===== config.mk =====
export PLATFORM = sky130hd
export DESIGN_NAME = data_sram_bridge
export DESIGN_NICKNAME = d
export VERILOG_FILES = /design/src/rtl/data_sram_bridge.sv
export SDC_FILE = /design/constraint.sdc
export NUM_CORES = 1
export LEC_CHECK = 0
export BUFFER_PORTS_ARGS = -buffer_cell sky130_fd_sc_hd__buf_2
export CAP_MARGIN = 20
export CORE_ASPECT_RATIO = 0.8
export CORE_UTILIZATION = 25
export DETAILED_ROUTE_END_ITERATION = 8
export GPL_TIMING_DRIVEN = 0
export PLACE_DENSITY = 0.55
export SLEW_MARGIN = 40
export SYNTH_ARGS = -nofsm -noshare
export SYNTH_HDL_FRONTEND = slang
export SYNTH_SLANG_ARGS = --single-unit

===== constraint.sdc =====
create_clock -name clk -period 2.5 [get_ports clk]
set_input_delay 0.125 -clock clk [delete_from_list [all_inputs] [get_ports clk]]
set_output_delay 0.125 -clock clk [all_outputs]
set_load 0.02 [all_outputs]

===== src/rtl/data_sram_bridge.sv =====
// Memory-stage bridge: turns the core's single-cycle load/store into a
// req/addr_ok/data_ok SRAM-like bus transaction and stalls the pipeline meanwhile.
module data_sram_bridge #(
    parameter bit KSEG_MAP = 1'b1
) (
    input  logic        clk,
    input  logic        rst,
    input  logic        mem_en,
    input  logic        mem_wen,
    input  logic [1:0]  mem_size,
    input  logic [31:0] mem_addr,
    input  logic [31:0] mem_wdata,
    input  logic        ext_stall,
    output logic [31:0] mem_rdata,
    output logic        mem_stall,
    output logic        addr_err,
    output logic        done_o,
    output logic        data_req,
    output logic        data_wr,
    output logic [1:0]  data_size,
    output logic [31:0] data_addr,
    output logic [3:0]  data_wstrb,
    output logic [31:0] data_wdata,
    input  logic        data_addr_ok,
    input  logic [31:0] data_rdata,
    input  logic        data_data_ok
);

    typedef enum logic [1:0] {StIdle, StReq, StWait, StDone} state_e;

    state_e      state_q, state_d;
    logic        wen_q, wen_d;
    logic [1:0]  size_q, size_d;
    logic [31:0] addr_q, addr_d;
    logic [3:0]  wstrb_q, wstrb_d;
    logic [31:0] wdata_q, wdata_d;
    logic [31:0] rdata_q, rdata_d;

    logic        misaligned;
    logic [31:0] phys_addr;
    logic [3:0]  wstrb_in;
    logic [31:0] wdata_in;

    // Decode alignment, physical address, strobes and lane-replicated data from the core.
    always_comb begin
        misaligned = 1'b0;
        wstrb_in   = 4'b0000;
        wdata_in   = mem_wdata;
        unique case (mem_size)
            2'b00: begin
                wstrb_in = 4'b0001 << mem_addr[1:0];
                wdata_in = {4{mem_wdata[7:0]}};
            end
            2'b01: begin
                misaligned = mem_addr[0];
                wstrb_in   = mem_addr[1] ? 4'b1100 : 4'b0011;
                wdata_in   = {2{mem_wdata[15:0]}};
            end
            default: begin
                misaligned = (mem_addr[1:0] != 2'b00);
                wstrb_in   = 4'b1111;
            end
        endcase
        if (!mem_wen) begin
            wstrb_in = 4'b0000;
        end
        if (KSEG_MAP && (mem_addr[31:30] == 2'b10)) begin
            phys_addr = {3'b000, mem_addr[28:0]};
        end else begin
            phys_addr = mem_addr;
        end
    end

    assign addr_err = mem_en & misaligned;

    // Next-state logic: capture in IDLE, handshake in REQ/WAIT, hold in DONE under ext_stall.
    always_comb begin
        state_d   = state_q;
        wen_d     = wen_q;
        size_d    = size_q;
        addr_d    = addr_q;
        wstrb_d   = wstrb_q;
        wdata_d   = wdata_q;
        rdata_d   = rdata_q;
        mem_stall = 1'b0;
        unique case (state_q)
            StIdle: begin
                if (mem_en && !misaligned) begin
                    mem_stall = 1'b1;
                    wen_d     = mem_wen;
                    size_d    = mem_size;
                    addr_d    = phys_addr;
                    wstrb_d   = wstrb_in;
                    wdata_d   = wdata_in;
                    state_d   = StReq;
                end
            end
            StReq: begin
                mem_stall = 1'b1;
                if (data_addr_ok) begin
                    if (data_data_ok) begin
                        state_d = StDone;
                        if (!wen_q) begin
                            rdata_d = data_rdata;
                        end
                    end else begin
                        state_d = StWait;
                    end
                end
            end
            StWait: begin
                mem_stall = 1'b1;
                if (data_data_ok) begin
                    state_d = StDone;
                    if (!wen_q) begin
                        rdata_d = data_rdata;
                    end
                end
            end
            StDone: begin
                if (!ext_stall) begin
                    state_d = StIdle;
                end
            end
            default: state_d = StIdle;
        endcase
    end

    // State and captured-request registers; reset abandons any transaction in flight.
    always_ff @(posedge clk or negedge rst) begin
        if (!rst) begin
            state_q <= StIdle;
            wen_q   <= 1'b0;
            size_q  <= 2'b00;
            addr_q  <= 32'h0;
            wstrb_q <= 4'h0;
            wdata_q <= 32'h0;
            rdata_q <= 32'h0;
        end else begin
            state_q <= state_d;
            wen_q   <= wen_d;
            size_q  <= size_d;
            addr_q  <= addr_d;
            wstrb_q <= wstrb_d;
            wdata_q <= wdata_d;
            rdata_q <= rdata_d;
        end
    end

    assign done_o     = (state_q == StDone);
    assign mem_rdata  = rdata_q;
    assign data_req   = (state_q == StReq);
    assign data_wr    = wen_q;
    assign data_size  = size_q;
    assign data_addr  = addr_q;
    assign data_wstrb = wstrb_q;
    assign data_wdata = wdata_q;

endmodule


==> impl_metrics.py, run 1 <==
metrics = {
    "global_routing": {
        "grt_first_pass_wirelength_mm": 21.0,
        "maximum_number_of_pins_on_one_net_before_global_route_repair": 58,
        "grt.overflow.total": 0,
        "first_global_vias": 3852,
        "globalRouteTotalUtil_pct": 14.8,
        "antenna_found_initial": 1,
    },
    "worst_setup_path": {
        "critical_path.n_buffers_inverters": 4,
        "slowest_delay_ps": 430,
        "critical_path_peak_fanout": 10,
        "timing.critical_path.to_type": "output pin",
        "timing_worst_setup_path_type": "flop to output pin",
        "crit_start": "state_q[0]",
        "critPathRequiredTime_ps": 2380,
        "crit_path_top_delay_cell": "sky130_fd_sc_hd__dfrtp_1",
        "cp.arrival_ps": 2080,
        "timing.critical_path.cells": "inv_1, ha_1, o211ai_2, buf_6, buf_2, a21oi_1, buf_2",
        "crit-reg2reg-launch": "state_q[0]",
        "critical-path-top-cell-by-count": "sky130_fd_sc_hd__buf_2",
        "cpLargestDelayFamily": "buffers and inverters",
        "critical_path.startpoint_type": "flop",
    },
    "timing": {
        "fin_crit_ps": 2200,
        "hold_violations": 0,
        "totalNegativeSetupSlack_ps": 0,
        "fin_skew_ps": 8.38,
        "rsz0062_at_grt": "no",
        "timing.max_slew.rel_slack_pct": 54.7,
        "postLayoutSetupSlackWorst_ps": 296,
        "whs_ps": 11.1,
        "final_max_slew_viol_count": 0,
        "max_freq_mhz": 454,
        "timing.final.crit_share_pct": 88.2,
        "tightestPinTransition_ps": 679,
        "setup_violations": 0,
    },
    "drt": {
        "drt-pass1-iter-count": 6,
        "routedWlPerCell_um": 15.8,
        "route.detailed.vias_per_inst": 4.33,
        "remaining_drc_errors": 16,
        "drtIter0Drc": 105,
        "routed_wirelength_mm": 13.3,
        "routed-via-count": 3641,
        "drt.antenna.violating_nets": 0,
    },
    "cells_and_area": {
        "layout_common_cells": "sky130_fd_sc_hd__buf_2 (215), sky130_fd_sc_hd__dfrtp_1 (105), sky130_fd_sc_hd__dlygate4sd3_1 (52), sky130_fd_sc_hd__mux2_2 (43), sky130_fd_sc_hd__o21ai_0 (37)",
        "final_core_utilization_pct": 38.5,
        "layout.cells.most_common": "sky130_fd_sc_hd__buf_2",
        "ff_latch_area_um2": 2630,
        "layout-area-overhead-vs-synth_pct": 48.6,
        "fill_cells": 1736,
        "design.final.nets": 722,
        "multi_input_comb_area_um2": 1750,
        "num_antenna_cells": 0,
        "layout-drive-gt1-share_pct": 51.3,
    },
    "status": {
        "violations": "design-rule violations",
        "outcome": "complete, but fails checks",
    },
    "cts": {
        "postCtsResizedCells": 0,
        "clock-root-buffer": "sky130_fd_sc_hd__clkbuf_16",
        "tritoncts": "done",
        "cts_bufs_inserted": 9,
        "post-cts-setup-buffers": 0,
        "htree_levels": 3,
        "cts_sinks": 105,
        "post_cts_hold_buffer_count": 52,
        "clock_latency_ps": 350,
        "cts.path.max_buffers": 2,
        "clk_transition_reported_paths_ps": 80,
    },
    "synth": {
        "synth_area_leaders": "sky130_fd_sc_hd__dfrtp_1 (58%), sky130_fd_sc_hd__mux2_2 (11%), sky130_fd_sc_hd__mux2_4 (8.9%)",
        "netlist_area_um2": 4550,
        "count_of_cell_types_in_the_netlist": 28,
        "synthesis.instances": 336,
        "yosys_register_bits": 105,
        "yosysTopAreaCell": "sky130_fd_sc_hd__dfrtp_1",
        "synth_top_area_share_pct": 57.8,
        "synthesis.area_per_instance_um2": 13.5,
        "postSynthNetCount": 447,
        "yosys_warnings": 0,
        "synth_seq_area_share_pct": 57.8,
    },
    "floorplanning": {
        "io_pins": 212,
        "fp.dieArea_um2": 18700,
        "num_rows": 43,
        "die_width_um": 153,
        "start_util_pct": 25.9,
        "die_height_um": 123,
        "core_um2": 17500,
    },
    "place": {
        "port_buffers": 211,
        "detailedPlace.worstSlack_ps": 375,
        "place.detailed.hpwl_mm": 9.90,
        "globalplace.congestion": 0.767,
    },
    "job": {
        "maxCapViolCount": 0,
    },
    "power_and_ir_drop": {
        "vdd_ir_drop_max_v": 0.000467,
        "fin_total_pwr_mw": 8.34,
        "power_density_nw_per_um2": 1230,
        "static-leakage-power_nw": 3.45,
    },
    "min_path": {
        "worst_hold_path_type": "input pin to flop",
        "hold_path.startpoint": "mem_addr[11]",
    },
}
## cell families (layout without fill, tap and decap cells)
family	count (synthesis)	count (layout)	share of synthesized area [%]
simple gates	49	49	4.68
compound gates	55	55	6.66
flops	105	105	57.8
buf+inv	24	304	3.66
mux	97	97	25.6
fa+ha+maj	6	6	1.65
## through the flow
step / std cells / area [µm²]
2_1_floorplan: 336 / 4550
3_3_place_gp: 772 / 5880
3_5_place_dp: 773 / 5920
4_1_cts: 841 / 6760
5_1_grt: 841 / 6760
6_report: 841 / 6760
## cells in the mapped netlist, drive strengths merged
cell and n:
dfrtp 105, mux2 72, o21ai 37, nand2 32, mux2i 25, buf 15
nor2 13, a21oi 12, ha 6, inv 6, clkbuf 3, a211oi 2
nor2b 2, a21boi 1, a221o 1, a2bb2oi 1, nor3b 1, nor4 1
o211ai 1
## cell type report
cell class | count | share of cell area (%)
Timing Repair Buffer | 264 | 23.9
Buffer | 18 | 2.13
Clock buffer | 10 | 3.54
Sequential cell | 105 | 38.9
Multi-Input combinational cell | 207 | 25.9
Tap cell | 225 | 4.17
Inverter | 6 | 0.333
Clock inverter | 6 | 1.09
## flip-flops by register name, indices dropped and copies added, names as in the netlist
| name | flops |
|---|---|
| data_addr | 32 |
| data_size | 2 |
| data_wdata | 32 |
| data_wr | 1 |
| data_wstrb | 4 |
| mem_rdata | 32 |
| state_q | 2 |
## final timing paths
check                                  to  slack, ps  cells past startpoint
hold reg to reg            data_wdata[26]        480                      2
max in group asynchronous    data_addr[6]       1620                      3
hold / removal              data_addr[11]         10                      2
setup reg to reg            mem_rdata[26]        420                      6
setup / recovery                mem_stall        300                      7
min in group asynchronous   data_addr[27]        260                      2
## power by group
group          switching [mW]  internal, mW
Clock                   0.671         0.819
Sequential              0.456          2.54
Combinational            2.18          1.67
## per-layer routing
layer	GRT usage, %	up-vias	share of wire [%]
li1	-	1714	-
met1	19.2	1767	45
met2	23.8	143	46
met3	4.38	15	6.9
met4	4.42	2	1.3
met5	0	-	0.083
Power figures use the tool's default switching activity.
==> run 2: changes to the inputs <==
==> constraint.sdc (replaced) <==
create_clock -name clk -period 2.1 [get_ports clk]
set_input_delay 0.105 -clock clk [delete_from_list [all_inputs] [get_ports clk]]
set_output_delay 0.105 -clock clk [all_outputs]
set_load 0.02 [all_outputs]
==> impl_metrics.py, run 2 (same netlist as run 1, synthesis figures left out) <==
metrics = {
    "cts": {
        "cts_bufs_inserted": 9,
        "cts_sinks": 105,
        "clk_transition_reported_paths_ps": 70,
        "clock_latency_ps": 350,
        "tritoncts": "done",
        "htree_levels": 3,
        "clock-root-buffer": "sky130_fd_sc_hd__clkbuf_16",
        "cts.path.max_buffers": 2,
    },
    "global_routing": {
        "grt_first_pass_wirelength_mm": 21.2,
        "grt.overflow.total": 0,
        "globalRouteTotalUtil_pct": 14.9,
        "antenna_found_initial": 1,
        "gr-usage-met3_pct": 4.45,
        "grt_util_met1_pct": 19.2,
        "first_global_vias": 3914,
        "globalRouteMet2Util_pct": 24.1,
        "busiest_layer": "met2",
        "maximum_number_of_pins_on_one_net_before_global_route_repair": 58,
    },
    "worst_setup_path": {
        "cp.arrival_ps": 2290,
        "critPathRequiredTime_ps": 2340,
        "critical_path.startpoint_type": "flop",
        "timing_worst_setup_path_type": "flop to flop",
        "timing.critical_path.to_type": "flop",
        "critical_path_peak_fanout": 10,
    },
    "floorplanning": {
        "num_rows": 43,
        "io_pins": 212,
        "start_util_pct": 25.9,
        "fp.dieArea_um2": 18700,
        "core_um2": 17500,
        "die_height_um": 123,
        "die_width_um": 153,
    },
    "timing": {
        "fin_skew_ps": 9.09,
        "timing.max_slew.rel_slack_pct": 54.6,
        "hold_violations": 0,
        "tightestPinTransition_ps": 681,
        "timing.final.crit_share_pct": 97.8,
        "setup_violations": 0,
        "max_freq_mhz": 487,
        "fin_crit_ps": 2050,
        "totalNegativeSetupSlack_ps": 0,
        "postLayoutSetupSlackWorst_ps": 46.8,
        "final_max_slew_viol_count": 0,
    },
    "place": {
        "detailedPlace.worstSlack_ps": -25.4,
        "port_buffers": 211,
        "place.detailed.hpwl_mm": 9.90,
        "globalplace.congestion": 0.767,
    },
    "drt": {
        "routed_wirelength_mm": 13.5,
        "drtIter0Drc": 105,
        "routedWlPerCell_um": 15.9,
        "drt-pass1-iter-count": 8,
        "routed-via-count": 3683,
        "route.detailed.vias_per_inst": 4.31,
        "drt.antenna.violating_nets": 0,
        "remaining_drc_errors": 16,
    },
    "cells_and_area": {
        "layout.cells.most_common": "sky130_fd_sc_hd__buf_2",
        "layout-area-overhead-vs-synth_pct": 51.7,
        "design.final.nets": 735,
        "num_antenna_cells": 0,
        "layout_common_cells": "sky130_fd_sc_hd__buf_2 (214), sky130_fd_sc_hd__dfrtp_1 (104), sky130_fd_sc_hd__dlygate4sd3_1 (61), sky130_fd_sc_hd__mux2_2 (43), sky130_fd_sc_hd__o21ai_0 (37)",
        "layout-drive-gt1-share_pct": 51.2,
    },
    "status": {
        "outcome": "complete, but fails checks",
        "violations": "design-rule violations",
    },
    "min_path": {
        "worst_hold_path_type": "input pin to flop",
    },
    "power_and_ir_drop": {
        "power_density_nw_per_um2": 1460,
        "vdd_ir_drop_max_v": 0.000650,
        "static-leakage-power_nw": 3.50,
    },
    "job": {
        "maxCapViolCount": 0,
    },
}
run 2: routing by layer:
layer  routed length [µm]  part of all wire [%]
met2                 6310                    47
met1                 6130                    45
met4                  176                   1.3
met5                   11                 0.081
met3                  911                   6.7
run 2: timing repair:
action / CTS / global route
endpoints found under the hold margin: 108 / 0
resized for setup: 1 / 4
pin swaps: 1 / 1
gates cloned: 0 / 0
setup endpoints to repair: 30 / 31
hold buffers: 61 / 0
buffers inserted: 1 / 4
run 2: report_power, final:
group | switching [mW] | leakage (nW) | internal, mW
Sequential | 0.541 | 1.27 | 3.03
Combinational | 2.64 | 2.08 | 2.06
Clock | 0.802 | 0.154 | 0.975
run 2: final timing paths:
| check | from | end | slack (ps) | depth (start not counted) |
|---|---|---|---|---|
| setup / recovery | state_q[1] | mem_rdata[9] | 50 | 7 |
| hold / removal | mem_addr[30] | data_addr[30] | 20 | 2 |
| setup reg to reg | state_q[1] | mem_rdata[9] | 50 | 7 |
| hold reg to reg | data_wdata[26] | data_wdata[26] | 480 | 2 |
| max in group asynchronous | rst | state_q[0] | 1220 | 3 |
| min in group asynchronous | rst | data_addr[25] | 240 | 2 |
run 2: area by class of cell:
class | instances | area, µm²
Fill cell | 1709 | 10600
Sequential cell | 105 | 2630
Multi-Input combinational cell | 207 | 1760
Timing Repair Buffer | 278 | 1740
Tap cell | 225 | 282
Clock buffer | 10 | 239
Buffer | 17 | 146
Clock inverter | 6 | 73.8
Inverter | 6 | 22.5
run 2: stage by stage:
step	util, %	cells	total power [mW]	hold slack, ps	cell area [µm²]
2_1_floorplan	-	336	6.49	-191	4550
3_3_place_gp	33.5	772	8.01	331	5880
3_5_place_dp	33.8	773	8.14	34.8	5920
4_1_cts	39.1	850	10.1	3.70	6860
5_1_grt	39.3	854	10.7	9.83	6900
6_report	39.3	854	10.0	18.5	6900
run 2: worst max-delay path: stages (launching register included):
cell                      delay, ps
sky130_fd_sc_hd__dfrtp_1        410
sky130_fd_sc_hd__inv_1          120
sky130_fd_sc_hd__ha_2           320
sky130_fd_sc_hd__inv_1           80
sky130_fd_sc_hd__nor4_4         310
sky130_fd_sc_hd__buf_4          170
sky130_fd_sc_hd__buf_4          170
sky130_fd_sc_hd__mux2_2         360
